## config.mk

```make
export PLATFORM = sky130hd
export DESIGN_NAME = fnd_scan_ctrl
export DESIGN_NICKNAME = d
export VERILOG_FILES = /design/src/rtl/fnd_pkg.sv /design/src/rtl/fnd_seg_decoder.sv /design/src/rtl/fnd_scan_ctrl.sv
export SDC_FILE = /design/constraint.sdc
export NUM_CORES = 1
export LEC_CHECK = 0
export CAP_MARGIN = 25
export CORE_ASPECT_RATIO = 1.4
export CORE_MARGIN = 10
export CORE_UTILIZATION = 50
export DETAILED_ROUTE_END_ITERATION = 16
export PLACE_DENSITY = 0.76
export SLEW_MARGIN = 25
export SYNTH_ARGS = -nofsm -noshare
export SYNTH_HDL_FRONTEND = slang
export SYNTH_SLANG_ARGS = --single-unit
```

## constraint.sdc

```tcl
create_clock -name clk -period 8.9 [get_ports clk]
set_input_delay 1.78 -clock clk [delete_from_list [all_inputs] [get_ports clk]]
set_output_delay 1.78 -clock clk [all_outputs]
set_load 0.1 [all_outputs]
```

## src/rtl/fnd_pkg.sv

```systemverilog
// Shared constants and types for the 4-digit FND scan controller.
package fnd_pkg;

  localparam logic [7:0] SEG_0    = 8'hC0;
  localparam logic [7:0] SEG_1    = 8'hF9;
  localparam logic [7:0] SEG_2    = 8'hA4;
  localparam logic [7:0] SEG_3    = 8'hB0;
  localparam logic [7:0] SEG_4    = 8'h99;
  localparam logic [7:0] SEG_5    = 8'h92;
  localparam logic [7:0] SEG_6    = 8'h82;
  localparam logic [7:0] SEG_7    = 8'hF8;
  localparam logic [7:0] SEG_8    = 8'h80;
  localparam logic [7:0] SEG_9    = 8'h90;
  localparam logic [7:0] SEG_DASH = 8'hBF;
  localparam logic [7:0] SEG_OFF  = 8'hFF;
  localparam logic [3:0] COM_OFF  = 4'hF;

  localparam logic [3:0] DIGIT_DASH = 4'hF;

  typedef enum logic [1:0] {D0, D1, D2, D3} digit_pos_e;
  typedef enum logic {MODE_SM = 1'b0, MODE_HM = 1'b1} mode_e;

  typedef struct packed {
    mode_e      mode;
    logic [6:0] msec;
    logic [5:0] sec;
    logic [5:0] min;
    logic [4:0] hour;
  } snap_t;

  // {tens, ones}; an out-of-range value turns both digits into dashes.
  function automatic logic [7:0] bcd_pair(input logic [6:0] v, input logic [6:0] lim);
    if (v > lim) begin
      return {DIGIT_DASH, DIGIT_DASH};
    end
    return {4'(v / 7'd10), 4'(v % 7'd10)};
  endfunction

endpackage

```

## src/rtl/fnd_seg_decoder.sv

```systemverilog
// Combinational digit-to-segment decoder for a common-anode display (active-low).
module fnd_seg_decoder
  import fnd_pkg::*;
(
  input  logic [3:0] digit,
  input  logic       dp,
  output logic [7:0] seg
);

  always_comb begin
    seg = SEG_OFF;
    case (digit)
      4'd0:       seg = SEG_0;
      4'd1:       seg = SEG_1;
      4'd2:       seg = SEG_2;
      4'd3:       seg = SEG_3;
      4'd4:       seg = SEG_4;
      4'd5:       seg = SEG_5;
      4'd6:       seg = SEG_6;
      4'd7:       seg = SEG_7;
      4'd8:       seg = SEG_8;
      4'd9:       seg = SEG_9;
      DIGIT_DASH: seg = SEG_DASH;
      default:    seg = SEG_OFF;
    endcase
    if (dp) begin
      seg[7] = 1'b0;
    end
  end

endmodule

```

## src/rtl/fnd_scan_ctrl.sv

```systemverilog
// Multiplexed 4-digit FND driver: per-frame time snapshot, BCD split and registered outputs.
module fnd_scan_ctrl
  import fnd_pkg::*;
#(
  parameter int unsigned CLK_FREQ = 100_000_000,
  parameter int unsigned SCAN_HZ  = 1000
) (
  input  logic       clk,
  input  logic       rst,
  input  logic       i_sel_hm,
  input  logic [6:0] msec,
  input  logic [5:0] sec,
  input  logic [5:0] min,
  input  logic [4:0] hour,
  output logic [3:0] fnd_com,
  output logic [7:0] fnd_data
);

  localparam int unsigned TICK_DIV = CLK_FREQ / SCAN_HZ;
  localparam int unsigned CNT_W    = (TICK_DIV > 1) ? $clog2(TICK_DIV) : 1;

  logic [CNT_W-1:0] tick_cnt_q;
  logic             tick;
  digit_pos_e       digit_q, digit_d;
  snap_t            snap_q, snap_d;
  logic [7:0]       hi_pair, lo_pair;
  logic [3:0]       digit_code;
  logic             dp_on;
  logic [7:0]       seg;
  logic [3:0]       com_q;
  logic [7:0]       data_q;

  always_comb begin
    tick    = (tick_cnt_q == CNT_W'(TICK_DIV - 1));
    digit_d = tick ? digit_pos_e'(digit_q + 2'd1) : digit_q;
    snap_d  = snap_q;
    // Frame start: the whole frame is drawn from this one coherent sample.
    if (tick && (digit_q == D3)) begin
      snap_d = '{mode: mode_e'(i_sel_hm), msec: msec, sec: sec, min: min, hour: hour};
    end
  end

  always_comb begin
    if (snap_d.mode == MODE_HM) begin
      hi_pair = bcd_pair({2'b00, snap_d.hour}, 7'd23);
      lo_pair = bcd_pair({1'b0, snap_d.min}, 7'd59);
    end else begin
      hi_pair = bcd_pair({1'b0, snap_d.sec}, 7'd59);
      lo_pair = bcd_pair(snap_d.msec, 7'd99);
    end
    unique case (digit_d)
      D0:      digit_code = lo_pair[3:0];
      D1:      digit_code = lo_pair[7:4];
      D2:      digit_code = hi_pair[3:0];
      D3:      digit_code = hi_pair[7:4];
      default: digit_code = DIGIT_DASH;
    endcase
    // Half-second blink; out-of-range msec (>=100) is naturally excluded.
    dp_on = (digit_d == D2) && (snap_d.msec < 7'd50);
  end

  fnd_seg_decoder u_seg_decoder (
    .digit (digit_code),
    .dp    (dp_on),
    .seg   (seg)
  );

  always_ff @(posedge clk) begin
    if (rst) begin
      tick_cnt_q <= '0;
      digit_q    <= D3;
      snap_q     <= '0;
      com_q      <= COM_OFF;
      data_q     <= SEG_OFF;
    end else begin
      tick_cnt_q <= tick ? '0 : tick_cnt_q + 1'b1;
      digit_q    <= digit_d;
      snap_q     <= snap_d;
      if (tick) begin
        com_q  <= ~(4'b0001 << digit_d);
        data_q <= seg;
      end
    end
  end

  assign fnd_com  = com_q;
  assign fnd_data = data_q;

endmodule

```

==> metrics <==
wire length per cell 18.9 µm; Buf/Inv on CP 3; hpwl dp 11900 µm; syn avg cell area roughly 7.5 µm²; crit path max fanout 15; Final Setup Violations 0; CP startpoint kind flip-flop; post-CTS setup buffers 0; RSZ-0062 raised after global routing false; vias 5342; Post-Synthesis Net Count 724; Setup crit end kind flip-flop; Total GRT Usage 0.208; Clock Sinks 56; setup tns final 0 ps; initial DRC count about 420; final cycle utilization of the critical path 0.824; vias per inst 6.39; Power Total 496 µW; P&R area growth vs syn 11.7%; max_slew headroom 0.338; Synth Warn # 0; FF-to-FF path depth 29; commonest non-fill, non-tap cell in the layout nor2_1; Top FF cell, synth dfxtp_1; clock buffer depth 2; total grt overflow 0; hold path cells 1; VDD IR max 0.103 mV; Pleak 2.28 nW; Post-Synthesis Cells about 680; share of flip-flops with an asynchronous set or reset 0; Max-cap violations 0; IO buf count 38; CTS tree yes; worst-margin pin slew 989 ps; ant diodes 0; Num CTS Buffers 5; Seq/Total Area, Yosys 0.221; Die H 139 µm; Starting Density 0.512; crit path kind flip-flop to flip-flop; iteration count of the initial detailed-routing pass 5; CP peak stage delay 750 ps; Fmax between 0.1 and 0.15 GHz; Layout Skew 7.88 ps; Placer Congestion around 1.0; synthesized flop and latch total 56; # DRC 0; H-Tree Depth 2; Slew Limit Fails 0; vias in the first global route 5205; Syn Std Cell Area 0.00507 mm²; fraction of layout cells with a size suffix above 1 0.0728; cts repair resizes 0; critical path depth 29; Unique masters post-synth a little under 90; antenna violations before repair 0; WP data required 9100 ps; Pwr Density between 80 and 90 mW/mm²; Boundary Pins 39; Clock Tree Root clkbuf_16; NumNets Final roughly 750; most frequent CP cell ha_1; clock insertion delay at the later pin of the skew report 310 ps; outcome finished, final reports clean; core area 0.00990 mm²; Post-synth EDFFs 0; setup ws final 1570 ps; num rows 43; largest net degree at the start of global routing 40; CTS Hold Bufs 0; min Tclk post-route 7330 ps; Hold Vio Cnt, Final 0; Worst Path Arrival about 7500 ps; slowest stage cell, crit path ha_1; Clock transition at path regs 80 ps; Routed Antenna Nets 0; post-place setup slack 1460 ps; HP Class flip-flop to flip-flop; final wirelength 15800 µm; most frequent cells in the layout 83 x nor2_1, 70 x nand2_1, 56 x dfxtp_1; first-pass GRT wire length approximately 26000 µm; Die ar. 0.0146 mm²; Die X 105 µm; crit-path leading delay family compound AO/OA/AOI/OAI gates
==> flip-flops by register name (all words and copies together) (netlist names) <==
name        count
tick_cnt_q     17
snap_q         25
digit_q         2
fnd_data        8
fnd_com         4
==> area by class of cell <==
type	count	area [µm²]
Clock buffer	5	125
Inverter	28	110
Sequential cell	56	1120
Fill cell	966	4240
Tap cell	135	169
Timing Repair Buffer	44	425
Multi-Input combinational cell	565	3690
Clock inverter	3	22.5
==> logic make-up (layout without fill, tap and decap cells) <==
logic type / Yosys count / in the layout / share of synthesized area
AOI/OAI and AO/OA: 196 / 196 / 0.278
xor gates and xnor gates: 26 / 26 / 0.0464
adders and majority gates: 18 / 18 / 0.0444
buffers and inverters: 58 / 80 / 0.0513
DFF: 56 / 56 / 0.221
muxes: 31 / 31 / 0.0622
and+or+nand+nor: 294 / 294 / 0.296
==> cells in the mapped netlist, types with 13 or more instances <==
cell type | instances | area, µm²
nand3_1 | 24 | 120
mux2i_1 | 27 | 270
nand2b_1 | 13 | 81.3
clkbuf_1 | 16 | 60.1
nor3_1 | 16 | 80.1
inv_1 | 27 | 101
xor2_1 | 15 | 131
a21oi_1 | 41 | 205
nand2_1 | 70 | 263
dfxtp_1 | 56 | 1120
nor2_1 | 83 | 312
o21ai_0 | 30 | 150
ha_1 | 18 | 225
==> power by group <==
| part | total [mW] | switching, mW | internal (mW) |
|---|---|---|---|
| logic | 0.0380 | 0.0204 | 0.0175 |
| registers | 0.253 | 0.00109 | 0.251 |
| clock network | 0.206 | 0.100 | 0.106 |
| total | 0.496 | 0.121 | 0.375 |
==> metrics by stage <==
step	util	hold WS (ps)	area [µm²]	cells
global placement	0.557	450	5510	828
CTS	0.572	470	5660	836
finish	0.572	467	5660	836
floorplan	-	430	5070	679
detailed placement	0.557	451	5510	828
global route	0.572	506	5660	836
==> layer usage <==
| metal | vias up | wire length (µm) | GRT usage |
|---|---|---|---|
| met5 | - | 0 | 0 |
| met4 | 0 | 856 | 0.119 |
| met3 | 76 | 1070 | 0.0405 |
| met2 | 254 | 7630 | 0.358 |
| met1 | 2459 | 6270 | 0.231 |
| li1 | 2553 | - | - |
==> path summary, 6_finish.rpt <==
check,from,slack [ps],endpoint
max reg2reg,digit_q[0]$_SDFF_PP1_,1570,fnd_data[3]$_SDFFE_PP1N_
min reg2reg,tick_cnt_q[0]$_SDFF_PP0_,470,tick_cnt_q[0]$_SDFF_PP0_
max,digit_q[0]$_SDFF_PP1_,1570,fnd_data[3]$_SDFFE_PP1N_
min,tick_cnt_q[0]$_SDFF_PP0_,470,tick_cnt_q[0]$_SDFF_PP0_
Note: power is estimated with default switching activity, not from simulation.
